===== src/rtl/input_port_buffer.sv =====
// Per-input-port flit buffer for a 5-port wormhole router: FIFO storage, XY routing of header
// flits and a one-hot direction request held toward flowcontrol for the whole packet.
module input_port_buffer #(
  parameter int unsigned DATA_WIDTH = 32,
  parameter int unsigned DEPTH      = 4,
  parameter int unsigned CUR_X      = 0,
  parameter int unsigned CUR_Y      = 0
) (
  input  logic                  clk,
  input  logic                  rst,
  input  logic [DATA_WIDTH-1:0] data_in,
  input  logic                  valid_in,
  output logic                  ready_out,
  output logic [DATA_WIDTH-1:0] data_out,
  output logic                  valid_out,
  output logic                  Nport,
  output logic                  Eport,
  output logic                  Wport,
  output logic                  Sport,
  output logic                  Lport,
  input  logic                  Nready,
  input  logic                  Eready,
  input  logic                  Wready,
  input  logic                  Sready,
  input  logic                  Lready,
  output logic                  drop_err
);

  localparam int unsigned AddrW = $clog2(DEPTH);
  localparam logic [AddrW:0] Full = (AddrW + 1)'(DEPTH);
  localparam logic [3:0] CurX = 4'(CUR_X);
  localparam logic [3:0] CurY = 4'(CUR_Y);
  localparam logic [1:0] TypeHeader = 2'b01;
  localparam logic [1:0] TypeTail   = 2'b10;

  typedef enum logic {StIdle, StSend} state_e;

  logic [DATA_WIDTH-1:0] r_mem [DEPTH];
  logic [AddrW-1:0]      r_wr_ptr;
  logic [AddrW-1:0]      r_rd_ptr;
  logic [AddrW:0]        r_count;
  state_e                r_state;
  logic [4:0]            r_port;  // {N, E, W, S, L}
  logic                  r_drop;

  logic [DATA_WIDTH-1:0] w_head;
  logic [1:0]            w_type;
  logic [3:0]            w_dx;
  logic [3:0]            w_dy;
  logic [4:0]            w_route;
  logic                  w_empty;
  logic                  w_valid;
  logic                  w_sel_ready;
  logic                  w_push;
  logic                  w_pop;

  assign w_head  = r_mem[r_rd_ptr];
  assign w_type  = w_head[DATA_WIDTH-1 -: 2];
  assign w_dx    = w_head[7:4];
  assign w_dy    = w_head[3:0];
  assign w_empty = (r_count == '0);

  // X dimension is resolved fully before Y.
  always_comb begin
    w_route = 5'b00001;
    if (w_dx > CurX)      w_route = 5'b01000;
    else if (w_dx < CurX) w_route = 5'b00100;
    else if (w_dy > CurY) w_route = 5'b10000;
    else if (w_dy < CurY) w_route = 5'b00010;
  end

  assign w_sel_ready = |(r_port & {Nready, Eready, Wready, Sready, Lready});
  assign w_valid     = (r_state == StSend) && !w_empty;
  assign w_push      = valid_in && ready_out;
  assign w_pop       = ((r_state == StIdle) && !w_empty && (w_type != TypeHeader)) ||
                       (w_valid && w_sel_ready);

  always_ff @(posedge clk) begin
    if (rst) begin
      r_wr_ptr <= '0;
      r_rd_ptr <= '0;
      r_count  <= '0;
      r_state  <= StIdle;
      r_port   <= '0;
      r_drop   <= 1'b0;
    end else begin
      if (w_push) begin
        r_mem[r_wr_ptr] <= data_in;
        r_wr_ptr        <= r_wr_ptr + AddrW'(1);
      end
      if (w_pop) r_rd_ptr <= r_rd_ptr + AddrW'(1);
      unique case ({w_push, w_pop})
        2'b10:   r_count <= r_count + (AddrW + 1)'(1);
        2'b01:   r_count <= r_count - (AddrW + 1)'(1);
        default: r_count <= r_count;
      endcase
      r_drop <= 1'b0;
      unique case (r_state)
        StIdle: begin
          if (!w_empty) begin
            if (w_type == TypeHeader) begin
              r_port  <= w_route;
              r_state <= StSend;
            end else begin
              r_drop <= 1'b1;
            end
          end
        end
        StSend: begin
          // Only a tail closes the packet; stray headers pass through as body.
          if (w_pop && (w_type == TypeTail)) begin
            r_port  <= '0;
            r_state <= StIdle;
          end
        end
        default: r_state <= StIdle;
      endcase
    end
  end

  assign ready_out = (r_count != Full);
  assign valid_out = w_valid;
  assign data_out  = w_valid ? w_head : '0;
  assign Nport     = r_port[4];
  assign Eport     = r_port[3];
  assign Wport     = r_port[2];
  assign Sport     = r_port[1];
  assign Lport     = r_port[0];
  assign drop_err  = r_drop;

endmodule


===== config.mk =====
export PLATFORM = sky130hd
export DESIGN_NAME = input_port_buffer
export DESIGN_NICKNAME = d
export VERILOG_FILES = /design/src/rtl/input_port_buffer.sv
export SDC_FILE = /design/constraint.sdc
export NUM_CORES = 1
export LEC_CHECK = 0
export CORE_MARGIN = 2
export CORE_UTILIZATION = 33
export CTS_CLUSTER_SIZE = 20
export DETAILED_ROUTE_END_ITERATION = 10
export MAX_ROUTING_LAYER = met4
export PLACE_DENSITY_LB_ADDON = 0.25
export SKIP_CTS_REPAIR_TIMING = 1
export SYNTH_ARGS = -nofsm -noshare
export SYNTH_HDL_FRONTEND = slang
export SYNTH_SLANG_ARGS = --single-unit

===== constraint.sdc =====
create_clock -name clk -period 5.3 [get_ports clk]
set_input_delay 0.795 -clock clk [delete_from_list [all_inputs] [get_ports clk]]
set_output_delay 0.795 -clock clk [all_outputs]
set_load 0.02 [all_outputs]

==> flow_summary.json, run 1 <==
{
  "tightest_slew_ps": 993.8,
  "routed_wl_um": 10460,
  "end_kind": "primary output",
  "crit_required_ps": 4510,
  "synth_area_um2": 5565,
  "core-area_um2": 16520,
  "rsz0062_at_grt": "no",
  "finalSetupViolations": 0,
  "areaGrowthSynthToFinish_pct": 28.37,
  "cts_inserted_buffers": 17,
  "syn_inst": 289,
  "synthAdderAreaFrac": 0.01484,
  "synth_edf_count": 128,
  "firstDrtPassIters": 4,
  "drc_errors": 0,
  "multi_input_area_um2": 1345,
  "rrSetupSlack_ps": 2010,
  "synth_top_area_share": 0.6906,
  "synth_compound_area_frac": 0.01664,
  "drive_above_1_share": 0.1875,
  "fmax_ghz": 0.2639,
  "dr.first_iter.drc_count": 124,
  "drv_slew": 0,
  "leakagePower_nw": 2.297,
  "clock_sinks": 142,
  "power_density_nw_per_um2": 438.8,
  "start_util": 0.3368,
  "grt_pass1_vias": 2894,
  "ant_nets": 0,
  "synth_ff_type": "edfxtp_1",
  "final_area_um2": 7144,
  "synth_seq_cells": 142,
  "worstPathMaxFanout": 21,
  "antenna_cells": 0,
  "cp_cell_sequence": "buf_4, mux4_2, and2_1, clkdlybuf4s50_1",
  "regArea_um2": 4126,
  "cts_tree": "done",
  "clkTransAtPathRegs_ps": 50,
  "die_w_um": 133.9,
  "vias_per_cell": 4.608,
  "cap_violations": 0,
  "arrival_ps": 2990,
  "slowest_delay_ps": 840,
  "fin_nets": 418,
  "yosys.area_share.simple": 0.06969,
  "grt_pass1_wl_um": 16110,
  "clk_latency_ps": 420,
  "slew-limit-headroom": 0.3367,
  "grt_antenna_before_repair": 0,
  "power_mw": 3.135,
  "grt_remaining_overflow": 0,
  "fin_setup_tns_ps": 0,
  "cp_slowest_cell": "dfxtp_2",
  "ys_seq_area_frac": 0.7410,
  "cts_root_buf": "clkbuf_16",
  "dieArea_um2": 17920,
  "outcome": "finished clean",
  "muxShareOfSynthArea": 0.1335,
  "yosysTopAreaCell": "edfxtp_1",
  "period_share": 0.7151,
  "place.gp.congestion": 0.6964,
  "synth.yosys.warnings": 0,
  "dpl.hpwl_um": 5945,
  "rows": 47,
  "ir_drop_mv": 0.2310,
  "crit_type": "reg2out",
  "port_buffers": 75,
  "async_flop_share": 0,
  "pre_cts_ws_ps": 1849,
  "layout_setup_ws_ps": 1510,
  "synthTopCellsByArea": "edfxtp_1 (69%), mux4_2 (13%), dfxtp_1 (5.0%), and2_1 (3.9%), ha_1 (1.1%)",
  "final_core_util": 0.4323,
  "routed-via-count": 2783,
  "n_fill_cell": 1460,
  "htreeDepth": 4,
  "ctsLongestPathBuffers": 2,
  "period_minus_slack_ps": 3790,
  "synth_top_family_by_area": "multiplexers",
  "hold_violations": 0,
  "finClkSkew_ps": 5.366,
  "cp-start-kind": "flop",
  "io_pins": 80,
  "synth-xor-area-share": 0.004721,
  "hold_path_class": "reg2reg",
  "grt.total_usage": 0.1293,
  "grt_max_degree": 33,
  "wl_per_cell_um": 17.32,
  "post_dp_cell_area_um2": 6543,
  "syn_area_per_cell_um2": 19.26,
  "synth.distinct_cells": 37,
  "fp.dieH_um": 133.9
}
==> sequential cells by signal, summed over array words and instances (netlist names), named ones only <==
name      flops
r_wr_ptr      2
r_count       3
r_port        3
r_rd_ptr      2
r_state       1
drop_err      1
r_mem       128
==> through the flow <==
stage	std cells	hold slack, ps
6_report	604	481.7
3_5_place_dp	573	477.2
3_3_place_gp	573	455.5
2_1_floorplan	290	452.9
4_1_cts	604	485.0
5_1_grt	604	518.6
==> cells in the mapped netlist (all sizes together) (2+ instances only) <==
library cell  number
and2              35
inv               10
nand2              3
xor2               2
nand3              2
nand2b             3
dfxtp             14
mux2               2
ha                 5
nor2              11
nor4               2
o31ai              2
nor3               2
a21oi              4
o32ai              2
nor2b              2
edfxtp           128
clkbuf             6
o21ai              3
buf                7
mux4              32
==> metal layers <==
| layer | wire [um] | vias to the layer above | part of all wire | global-route usage |
|---|---|---|---|---|
| li1 | - | 1297 | - | - |
| met1 | 4601 | 1407 | 0.44 | 0.1549 |
| met2 | 5184 | 63 | 0.50 | 0.2003 |
| met3 | 478 | 16 | 0.046 | 0.04082 |
| met4 | 197 | 0 | 0.019 | 0.06028 |
| met5 | 0 | - | 0 | - |
==> report_power, final <==
group          leakage (nW)  switching, mW  internal, mW
clock                 0.293          0.431         0.777
combinational         0.727          0.252         0.284
sequential             1.28         0.0825          1.31
total                  2.30          0.766          2.37
==> worst max-delay path: cells and delay by family (launching register included) <==
family                 cells  cell delay, ps
DFF                        1             840
and+or+nand+nor            1             180
muxes                      1             580
buffers and inverters      2             950
==> layout by cell type (no fill, tap or decap), types with 3 or more instances in the layout <==
cell             instances
a21oi_1                  4
and2_1                  31
and2_2                   4
bufinv_16                4
clkbuf_16               17
clkdlybuf4s50_1         75
clkinv_2                 5
dfxtp_1                 12
edfxtp_1               128
ha_1                     5
inv_1                   10
mux4_2                  32
nand2_1                  3
nand2b_1                 3
nor2_1                  11
o21ai_0                  3
==> worst paths after layout <==
check,startpoint,end,cells past startpoint
setup / recovery,flop,data_out[5],4
hold / removal,r_rd_ptr[1],flop,2
setup reg to reg,flop,r_count[2],9
hold reg to reg,r_rd_ptr[1],flop,2
==> layout make-up <==
cell class                      instances  share of cell area
Timing Repair Buffer                   76              0.1061
Clock inverter                         13             0.02417
Tap cell                              220             0.03853
Multi-Input combinational cell        125              0.1883
Sequential cell                       142              0.5776
Inverter                               10            0.005254
Clock buffer                           18             0.06007
==> cell families (layout without fill, tap and decap cells) <==
logic type,after synthesis,in the layout
compound gates,14,14
xor+xnor,3,3
fa+ha+maj,6,6
buf+inv,23,117
flops,142,142
mux,34,34
other cells,1,2
simple gates,66,66
No activity file was read; power rests on OpenSTA's default activity.
==> inputs of run 2 (changes only) <==
==> constraint.sdc (replaced) <==
create_clock -name clk -period 3.1 [get_ports clk]
set_input_delay 0.465 -clock clk [delete_from_list [all_inputs] [get_ports clk]]
set_output_delay 0.465 -clock clk [all_outputs]
set_load 0.02 [all_outputs]
==> flow_summary.json, run 2 (same netlist as run 1, synthesis figures left out) <==
{
  "outcome": "finished clean",
  "fin_setup_tns_ps": 0,
  "clk_latency_ps": 410,
  "mostFrequentLayoutCell": "edfxtp_1",
  "firstDrtPassIters": 4,
  "htreeDepth": 4,
  "finClkSkew_ps": 7.713,
  "cts_inserted_buffers": 17,
  "routed-via-count": 2831,
  "pre_cts_ws_ps": 282.1,
  "crit_required_ps": 2630,
  "rsz0062_at_grt": "no",
  "cts_root_buf": "clkbuf_16",
  "cp-start-kind": "flop",
  "wl_per_cell_um": 17.82,
  "routed_wl_um": 10930,
  "place.gp.congestion": 0.7064,
  "leakagePower_nw": 2.352,
  "period_minus_slack_ps": 2941,
  "drc_errors": 0,
  "end_kind": "primary output",
  "grt_pass1_wl_um": 17090,
  "cap_violations": 0,
  "grt_pass1_vias": 3058,
  "die_w_um": 133.9,
  "clock_sinks": 142,
  "grt.total_usage": 0.1351,
  "worstPathMaxFanout": 19,
  "dpl.hpwl_um": 6747,
  "grt_max_degree": 24,
  "finalSetupViolations": 0,
  "dieArea_um2": 17920,
  "crit_type": "reg2out",
  "core-area_um2": 16520,
  "fmax_ghz": 0.3400,
  "layout_common_cells": "edfxtp_1 (128), clkdlybuf4s50_1 (75), mux4_2 (32)",
  "reg_top3": "r_mem x128, r_count x3, r_port x3",
  "ir_drop_mv": 0.3931,
  "power_density_nw_per_um2": 742.7,
  "cts_tree": "done",
  "largest-register": "r_mem",
  "drv_slew": 0,
  "hold_path_class": "reg2reg",
  "ant_nets": 0,
  "port_buffers": 75,
  "final_core_util": 0.4401,
  "io_pins": 80,
  "start_util": 0.3368,
  "fp.dieH_um": 133.9,
  "hold_violations": 0,
  "vias_per_cell": 4.618,
  "grt_remaining_overflow": 0,
  "largest_reg_flops": 128,
  "antenna_cells": 0,
  "layout_setup_ws_ps": 159.0,
  "dr.first_iter.drc_count": 197,
  "drive_above_1_share": 0.2061,
  "holdWs_ps": 496.2,
  "ctsLongestPathBuffers": 2,
  "grt_antenna_before_repair": 0,
  "fin_nets": 427,
  "arrival_ps": 2480,
  "clkTransAtPathRegs_ps": 60,
  "period_share": 0.9487,
  "areaGrowthSynthToFinish_pct": 30.67,
  "slew-limit-headroom": 0.6609,
  "power_mw": 5.401,
  "tightest_slew_ps": 504.0,
  "rows": 47
}
==> run 2: changes by cell type in the layout (fill, tap and decap cells not counted), sizes merged <==
cell | previous run | this run
clkinv | 7 | 5
clkbuf | 18 | 19
clkinvlp | 2 | 3
buf | 1 | 10
==> run 2: where the power goes <==
part           internal, mW  leakage, nW  switching [mW]
Clock                  1.33        0.286           0.735
Sequential             2.23         1.28          0.0590
Combinational         0.517        0.788           0.522
Total                  4.08         2.35            1.32
==> run 2: path summary, 6_finish.rpt <==
| check | cells after the start | end | startpoint | slack [ps] |
|---|---|---|---|---|
| setup reg to reg | 9 | r_count[2] | flop | 410 |
| hold / removal | 2 | flop | r_rd_ptr[1] | 500 |
| setup / recovery | 4 | data_out[5] | flop | 160 |
| hold reg to reg | 2 | flop | r_rd_ptr[1] | 500 |
==> run 2: worst max-delay path: stages, from the launching register on <==
cell and delay (ps):
dfxtp_2 370, buf_4 380, mux4_2 600, and2_1 180, clkdlybuf4s50_1 530
==> run 2: metal layers <==
layer | GRT usage | vias up | part of all wire
li1 | - | 1314 | -
met1 | 0.1640 | 1435 | 0.44
met2 | 0.2131 | 70 | 0.51
met3 | 0.04082 | 12 | 0.045
met4 | 0.05319 | 0 | 0.011
met5 | - | - | 0
==> run 2: layout make-up <==
class / instances / area, um2
flip-flops and latches: 142 / 4126
clock inverters: 12 / 170.2
clock buffers: 19 / 432.9
inverters: 10 / 37.54
repair buffers: 85 / 879.6
well taps: 220 / 275.3
multi-input cells: 125 / 1350
fillers: 1442 / 9253
==> run 2: stage by stage <==
step	area [um2]	instances
2_1_floorplan	5569	290
3_3_place_gp	6660	582
3_5_place_dp	6660	582
4_1_cts	7263	613
5_1_grt	7272	613
6_report	7272	613
==> inputs of run 3 (changes only) <==
--- a/config.mk
+++ b/config.mk
@@ -6,11 +6,11 @@
 export NUM_CORES = 1
 export LEC_CHECK = 0
 export CORE_MARGIN = 2
-export CORE_UTILIZATION = 33
+export CORE_UTILIZATION = 49
 export CTS_CLUSTER_SIZE = 20
 export DETAILED_ROUTE_END_ITERATION = 10
 export MAX_ROUTING_LAYER = met4
-export PLACE_DENSITY_LB_ADDON = 0.25
+export PLACE_DENSITY = 0.72
 export SKIP_CTS_REPAIR_TIMING = 1
 export SYNTH_ARGS = -nofsm -noshare
 export SYNTH_HDL_FRONTEND = slang
==> flow_summary.json, run 3 (same netlist as run 1, synthesis figures left out) <==
{
  "mostFrequentLayoutCell": "edfxtp_1",
  "hold_path_class": "reg2reg",
  "layout_common_cells": "edfxtp_1 (128), clkdlybuf4s50_1 (75), mux4_2 (32)",
  "port_buffers": 75,
  "outcome": "finished clean",
  "power.switching_mw": 1.338,
  "clkTransAtPathRegs_ps": 60,
  "multi_input_area_um2": 1356,
  "areaGrowthSynthToFinish_pct": 28.42,
  "cts_root_buf": "clkbuf_16",
  "largest-register": "r_mem",
  "grt_antenna_before_repair": 0,
  "power_frac_clock": 0.357,
  "slowest_delay_ps": 550,
  "routed-via-count": 2894,
  "die_w_um": 110.6,
  "p_sw_frac": 0.2573,
  "post_dp_cell_area_um2": 6560,
  "firstDrtPassIters": 5,
  "critPathBufInv": 3,
  "clock_sinks": 142,
  "regArea_um2": 4126,
  "rr_worst_depth": 9,
  "power_density_nw_per_um2": 727.9,
  "htreeDepth": 4,
  "intPower_mw": 3.864,
  "cp_slowest_cell": "clkdlybuf4s50_1",
  "drc_errors": 0,
  "place.gp.congestion": 0.7824,
  "finClkSkew_ps": 7.194,
  "finalSetupViolations": 0,
  "ant_nets": 0,
  "fp.dieH_um": 110.6,
  "crit_type": "reg2out",
  "layout_setup_ws_ps": 167.4,
  "reg_top3": "r_mem x128, r_count x3, r_port x3",
  "p_comb_frac": 0.198,
  "ir_drop_mv": 0.4968,
  "rsz0062_at_grt": "no",
  "cts_tree": "done",
  "dieArea_um2": 12230,
  "grt_remaining_overflow": 0,
  "ctsLongestPathBuffers": 2,
  "holdWs_ps": 486.1,
  "grt.total_usage": 0.1781,
  "dpl.hpwl_um": 6003,
  "vias_per_cell": 5.389,
  "start_util": 0.5067,
  "min-delay-start": "r_rd_ptr[1]",
  "min_path_cells": 2,
  "n_fill_cell": 757,
  "fin_setup_tns_ps": 0,
  "pre_cts_ws_ps": 309.9,
  "fin_nets": 430,
  "cap_violations": 0,
  "hold_violations": 0,
  "arrival_ps": 2470,
  "largest_reg_flops": 128,
  "grt_pass1_vias": 2994,
  "end_kind": "primary output",
  "leakagePower_nw": 2.334,
  "rrSetupSlack_ps": 340,
  "final_core_util": 0.6507,
  "fmax_ghz": 0.3410,
  "power_frac_seq": 0.445,
  "final_area_um2": 7147,
  "drive_above_1_share": 0.2141,
  "core-area_um2": 10980,
  "drv_slew": 0,
  "cts_inserted_buffers": 17,
  "dp.cells": 502,
  "wl_per_cell_um": 18.58,
  "grt_pass1_wl_um": 15780,
  "io_pins": 80,
  "clk_latency_ps": 410,
  "power_mw": 5.202,
  "crit_family": "buffers and inverters",
  "routed_wl_um": 9979,
  "grt_max_degree": 33,
  "worstPathMaxFanout": 18,
  "antenna_cells": 0,
  "cp_cell_sequence": "nor3_4, nand2b_1, clkinvlp_4, buf_4, and2_1, clkdlybuf4s50_1",
  "period_share": 0.9460,
  "rows": 38,
  "cp-start-kind": "flop",
  "layoutNonFillerInstCount": 537,
  "crit_required_ps": 2630,
  "dr.first_iter.drc_count": 141,
  "worstReg2RegEnd": "r_count[2]",
  "period_minus_slack_ps": 2933
}
run 3: layer usage:
| layer | track usage | wire length, um | vias up |
|---|---|---|---|
| li1 | - | - | 1325 |
| met1 | 0.2252 | 4432 | 1474 |
| met2 | 0.2687 | 4864 | 86 |
| met3 | 0.06202 | 537 | 9 |
| met4 | 0.06750 | 144 | 0 |
| met5 | - | 0 | - |
run 3: worst max path at each step:
stage / start / to / slack [ps] / depth (start not counted)
floorplan: flop / r_count[2] / 540 / 10
global placement: Lready / r_count[2] / 360 / 10
detailed placement: Lready / r_count[2] / 310 / 10
CTS: r_count[0] / data_out[26] / -150 / 6
global route: r_count[0] / data_out[26] / 40 / 6
finish: r_count[0] / data_out[26] / 170 / 6
run 3: area by class of cell:
cell class | count | area share
sequential | 142 | 0.5774
clock buffer | 18 | 0.06005
clock inverter | 14 | 0.01681
timing repair buffer | 88 | 0.1257
tap | 140 | 0.02451
multi-input combinational | 125 | 0.1898
inverter | 10 | 0.005777
run 3: worst register-to-register path, delay by kind of cell (launching register included):
| family | cells | cell delay [ps] |
|---|---|---|
| buffers and inverters | 1 | 60 |
| multiplexers | 1 | 580 |
| adder cells (fa/ha/maj) | 2 | 600 |
| flip-flops | 1 | 430 |
| XOR/XNOR | 1 | 150 |
| AND/OR/NAND/NOR | 3 | 720 |
| AO/OA/AOI/OAI | 1 | 150 |
run 3: power groups by stage:
stage                     Combinational (mW)  Clock [mW]  Sequential (mW)
after floorplan                        0.702           0             2.33
after global placement                  1.00           0             2.34
after detailed placement                1.03           0             2.35
after CTS                               1.03        1.90             2.31
after global routing                    1.13        1.98             2.33
final                                   1.03        1.86             2.31
